`src/rtl/alu_ram_seq.sv`:
```
// Single-operation sequencer for the RAM/ALU datapath: two operand reads,
// one ALU evaluation, one write-back, with a fixed five-cycle busy window.
module alu_ram_seq #(
    parameter int ADDR_W = 6
) (
    input  logic              clk,
    input  logic              rst,
    input  logic              start,
    input  logic [4:0]        op,
    input  logic [ADDR_W-1:0] addr_a,
    input  logic [ADDR_W-1:0] addr_b,
    input  logic [ADDR_W-1:0] addr_d,
    output logic              busy,
    output logic              done,
    output logic [31:0]       result,
    output logic              zero,
    output logic [ADDR_W-1:0] rd_addr,
    input  logic [31:0]       rd_data,
    output logic              wr_en,
    output logic [ADDR_W-1:0] wr_addr,
    output logic [31:0]       wr_data,
    output logic [31:0]       alu_a,
    output logic [31:0]       alu_b,
    output logic [4:0]        alu_op,
    input  logic [31:0]       alu_out
);

    typedef enum logic [2:0] {
        IDLE  = 3'd0,
        RD_A  = 3'd1,
        RD_B  = 3'd2,
        LATCH = 3'd3,
        EXEC  = 3'd4,
        WB    = 3'd5
    } state_t;

    state_t            state;
    logic [4:0]        op_q;
    logic [ADDR_W-1:0] addr_b_q;
    logic [ADDR_W-1:0] addr_d_q;

    // The write-back word is the captured result; it holds between operations.
    assign wr_data = result;

    always_ff @(posedge clk) begin
        if (rst) begin
            state    <= IDLE;
            op_q     <= '0;
            addr_b_q <= '0;
            addr_d_q <= '0;
            busy     <= 1'b0;
            done     <= 1'b0;
            result   <= '0;
            zero     <= 1'b0;
            rd_addr  <= '0;
            wr_en    <= 1'b0;
            wr_addr  <= '0;
            alu_a    <= '0;
            alu_b    <= '0;
            alu_op   <= '0;
        end else begin
            wr_en <= 1'b0;
            done  <= 1'b0;
            case (state)
                IDLE: begin
                    if (start) begin
                        op_q     <= op;
                        addr_b_q <= addr_b;
                        addr_d_q <= addr_d;
                        rd_addr  <= addr_a;
                        busy     <= 1'b1;
                        state    <= RD_A;
                    end
                end
                RD_A: begin
                    rd_addr <= addr_b_q;
                    state   <= RD_B;
                end
                RD_B: begin
                    alu_a <= rd_data;
                    state <= LATCH;
                end
                LATCH: begin
                    alu_b  <= rd_data;
                    alu_op <= op_q;
                    state  <= EXEC;
                end
                EXEC: begin
                    // Both reads are done, so a destination aliasing an operand is safe.
                    result  <= alu_out;
                    zero    <= (alu_out == 32'd0);
                    wr_en   <= 1'b1;
                    wr_addr <= addr_d_q;
                    done    <= 1'b1;
                    state   <= WB;
                end
                WB: begin
                    busy  <= 1'b0;
                    state <= IDLE;
                end
                default: begin
                    busy  <= 1'b0;
                    state <= IDLE;
                end
            endcase
        end
    end

endmodule
```
`config.mk`:
```
export PLATFORM = sky130hd
export DESIGN_NAME = alu_ram_seq
export DESIGN_NICKNAME = d
export VERILOG_FILES = /design/src/rtl/alu_ram_seq.sv
export SDC_FILE = /design/constraint.sdc
export NUM_CORES = 1
export LEC_CHECK = 0
export CORE_UTILIZATION = 41
export CTS_CLUSTER_SIZE = 30
export DETAILED_ROUTE_END_ITERATION = 12
export PLACE_DENSITY = 0.79
export SKIP_CTS_REPAIR_TIMING = 1
export SLEW_MARGIN = 20
export SYNTH_ARGS = -nofsm -noshare
export SYNTH_HDL_FRONTEND = slang
export SYNTH_SLANG_ARGS = --single-unit
```
`constraint.sdc`:
```
create_clock -name clk -period 1.9 [get_ports clk]
set_input_delay 0.38 -clock clk [delete_from_list [all_inputs] [get_ports clk]]
set_output_delay 0.38 -clock clk [all_outputs]
set_load 0.005 [all_outputs]
```
## Word level (Yosys, flattened, before mapping)

Index checks and enable logic that the tools add are counted.

| word-level totals | value |
|---|---|
| register bits after elaboration | 136 |
| logic and storage cells | 33 |
| input port bits | 90 |
| output and inout bits | 149 |

| operators by class | value |
|---|---|
| equality and inequality tests | 5 |
| bitwise gates (word level) | 1 |
| reductions and logical operators | 7 |
| muxes and demuxes | 7 |

Operators with widths:

| kind | number |
|---|---|
| 32-bit zero test | 1 |
| 3-bit case mux with 5 select lines | 1 |
| 6-bit case mux with 2 select lines | 1 |
| 3-bit by 2-bit == test with 1-bit output (second input constant) | 2 |
| 6-bit two-way mux | 1 |
| 2-bit AND reduction | 3 |
| 4-bit OR reduction | 1 |
| 3-bit by 1-bit == test with 1-bit output (second input constant) | 1 |
| 3-bit == test (second input constant) | 1 |
| 3-bit zero test | 1 |
| 3-bit two-way mux | 1 |
| 1-bit two-way mux | 2 |
| 2-bit inequality test (second input constant) | 1 |
| 1-bit case mux with 2 select lines | 1 |
| 2-bit nonzero test | 1 |
| 1-bit NOT | 1 |

## Longest topological paths before layout

| logic depth | value |
|---|---|
| depth after elaboration | 4 |
| gate-level depth with buffers | 6 |
| depth with buffers taken out | 3 |

## Worst setup path before layout

No wires, ideal clock.

| path | value |
|---|---|
| kind | reg-to-reg |
| start | reg state[0] |
| end | reg zero |
| setup slack | 0.496 ns |
| required time | 1.769 ns |
| path buffers | 3 |
| period minus slack after synthesis | 1.404 ns |
| setup time | 0.131 ns |
| cell stages (with the launch flop) | 7 |
| data arrival time | 1.273 ns |
| cells stage by stage | dfxtp_1 buf_6 or3b_1 buf_2 buf_2 nand3b_1 o41ai_2 |

| on the way | value |
|---|---|
| word-level cells in the longest chain between the ends | 1 |

Ends and longest elaborated chain:

| item | line | text |
|---|---|---|
| start, declared | 37 | `state_t state;` |
| start signal, assigned | 47 | `state <= IDLE;` |
| start signal, assigned | 72 | `state <= RD_A;` |
| start signal, assigned | 77 | `state <= RD_B;` |
| 3-bit == test | 64 | `case (state)` |
| end signal, assigned | 91 | `zero <= (alu_out == 32'd0);` |
| end, declared | 16 | `output logic zero,` |

Every way passes these cells.
A chain may end at the register's enable or synchronous reset.

## Worst setup path after layout

| path | value |
|---|---|
| start | reg result[12] |
| end | out wr_data[12] |

RTL lines:

| item | line | text |
|---|---|---|
| start, declared | 15 | `output logic [31:0] result,` |
| start signal, assigned | 90 | `result <= alu_out;` |
| end, declared | 21 | `output logic [31:0] wr_data,` |

No word-level cell between the ends.

==> flow_summary.yaml <==
place:
  gp_congestion: 0.7840
  dp_slack_ns: 0.03339
  dp_hpwl_mm: 10.55
  io_buffers: 238
  placedCellCount: 985
routing:
  drt-initial-drc-count: 320
  routed-wl-met3_um: 776
  dr.pass1.iters: 5
  route.met2.wl_mm: 7.762
  ant_nets: 0
  wirelength_met1_mm: 5.808
  avgRoutedWirePerCell_um: 14.54
  highest_layer: "met4"
  drcViolationCount: 0
  vias: 4946
  postRouteWirelength_mm: 14.77
  via_per_inst: 4.868
setup_path:
  critPathBufInv: 1
  cp-startpoint: "result[12]"
  r2r_start: "state[2]"
  crit_path_max_incr_delay_ns: 0.53
  cp_max_fo: 3
  arrival_ns: 1.31
  r2r_cells: 3
  critical_path_class: "reg -> out"
  worstPathRequired_ns: 1.52
  cp_slowest_cell: "clkdlybuf4s50_1"
  path_delay_family: "buffers and inverters"
  crit_chain: "clkdlybuf4s50_1"
  cp.depth: 1
  start_kind: "flip-flop"
  cp-end-kind: "primary output"
floorplanning:
  ios: 239
  die_h_um: 114.3
  rows: 40
  dieArea_um2: 13060
  initial_core_util_pct: 42.51
  die_x_um: 114.3
  core_area_um2: 12160
clocking:
  numCtsBuffers: 17
  cts_tree: "done"
  clock_sinks: 136
  clockBufferDepth: 2
  clkTransAtPathRegs_ns: 0.05
  clk_latency_ns: 0.41
  cts_root_buf: "clkbuf_16"
  htreeDepth: 4
cells_and_area:
  final_util_pct: 66.38
  fin_nets: 926
  stdcell_count: 1016
  layout-drive-gt1-share_pct: 6.722
  n_fill_cell: 956
  syn_to_final_growth_pct: 56.15
  antenna-diode-count: 0
logic_synthesis:
  yosysSeqAreaShare_pct: 52.66
  async_reset_ff_share_pct: 0
  synth_common_cells: "260 x nand2_1, 136 x dfxtp_1, 126 x a21oi_1, 39 x buf_4, 20 x buf_2"
  syn_avg_cell_area_um2: 8.040
  synth.most_common_cell: "nand2_1"
  synth_ff_type: "dfxtp_1"
  syn_inst: 643
  synth_area_leaders: "dfxtp_1 53%, nand2_1 19%, a21oi_1 12%"
  synth_seq_cells: 136
  syn_area_um2: 5170
  synth_cell_types: 23
  synth_edf_count: 0
  synth_top_area_cell: "dfxtp_1"
  yosysTopAreaCellShare_pct: 52.66
  syn_nets: 733
  ys_warn_count: 0
timing:
  drv_slew: 0
  finalCriticalPeriod_ns: 1.694
  max_slew_margin_pct: 61.75
  fmaxAchievable_ghz: 0.5905
  finalHoldViolations: 0
  worst_pin_slew_ns: 0.5737
  setup_viol: 0
  fin_setup_tns_ns: 0
  setup_ws_ns: 0.2064
  skew_ns: 0.004103
  finalCritPeriodShare_pct: 89.14
  rsz0062_at_grt: "false"
power_and_ir_drop:
  power_w: 0.007397
  power_density_nw_per_um2: 916.3
  p_leak_nw: 2.773
  vdd_drop_max_v: 0.0006865
grt:
  antenna_found_initial: 0
  grt.total_usage_pct: 22.29
  gr-total-overflow: 0
  grt_pass1_vias: 4684
  grt_pass1_wl_mm: 22.69
  grt_max_degree: 50
worst_hold_path:
  worstHoldPathType: "reg -> reg"
  whs_path_depth: 2
  hold_start: "alu_a[19]"
run:
  cap_viol_max_count: 0
status:
  status: "finished, final reports clean"
cells in the final DEF (no fill, tap or decap):
master / n
clkdlybuf4s50_1: 237
clkbuf_8: 4
nor3_1: 2
bufinv_16: 3
nand3b_1: 2
clkinvlp_4: 1
a2111oi_0: 1
buf_12: 5
nand2_1: 260
o21ai_0: 1
nand4_1: 2
or4b_1: 1
and3b_1: 1
clkbuf_16: 17
xnor2_1: 1
nor4_1: 8
clkinv_2: 2
a21oi_1: 126
or3b_4: 1
clkbuf_1: 3
nor3b_4: 2
clkinv_4: 1
nor4b_4: 1
o41ai_2: 1
nor2_1: 8
or3b_1: 2
dfxtp_1: 136
a311oi_2: 6
buf_4: 13
state kept, by name, indices dropped and copies added, names as in the netlist:
name / cells
alu_a: 32
alu_b: 32
result: 32
addr_b_q: 6
addr_d_q: 6
rd_addr: 6
wr_addr: 6
alu_op: 5
op_q: 5
state: 3
busy: 1
wr_en: 1
zero: 1
final cells by class:
type | count | area, um^2 | share of cell area [%]
clock inverters | 7 | 116.4 | 1.441
flip-flops and latches | 136 | 2723 | 33.73
clock buffers | 24 | 491.7 | 6.091
well taps | 168 | 210.2 | 2.604
multi-input cells | 426 | 1962 | 24.30
repair buffers | 255 | 2570 | 31.84
power by group:
part / switching (W) / total [W] / internal, W
clock network: 0.00116 / 0.00335 / 0.00219
logic: 0.000426 / 0.000956 / 0.000529
registers: 0.0000933 / 0.00309 / 0.00300
total: 0.00168 / 0.00740 / 0.00572
metal layers:
layer	vias to the layer above	track usage, %
met3	28	5.188
met5	-	0
li1	2444	-
met2	189	40.24
met1	2285	24.67
met4	0	10.56
worst register-to-register path, stage by stage, from the launching register on:
cell and delay, ns:
dfxtp_1 0.51, or3b_1 0.42, buf_4 0.28, o41ai_2 0.36
through the flow:
| step | instance area (um^2) | hold slack, ns |
|---|---|---|
| final | 8073 | 0.4513 |
| after global routing | 8073 | 0.4727 |
| after CTS | 8073 | 0.4512 |
| after detailed placement | 7465 | 0.4455 |
| after global placement | 7465 | 0.4408 |
| after floorplan | 5170 | 0.4321 |
worst paths after layout:
path	end	slack, ns
worst max-delay path	wr_data[12]	0.21
worst min-delay path	alu_a[19]	0.45
worst max register to register	zero	0.23
worst min register to register	alu_a[19]	0.45
logic make-up after synthesis:
group / count (synthesis) / synth area share [%]
compound gates: 135 / 14.52
buf+inv: 81 / 9.632
xor+xnor: 1 / 0.1694
simple gates: 290 / 23.02
flops: 136 / 52.66
Power figures use the tool's default switching activity.
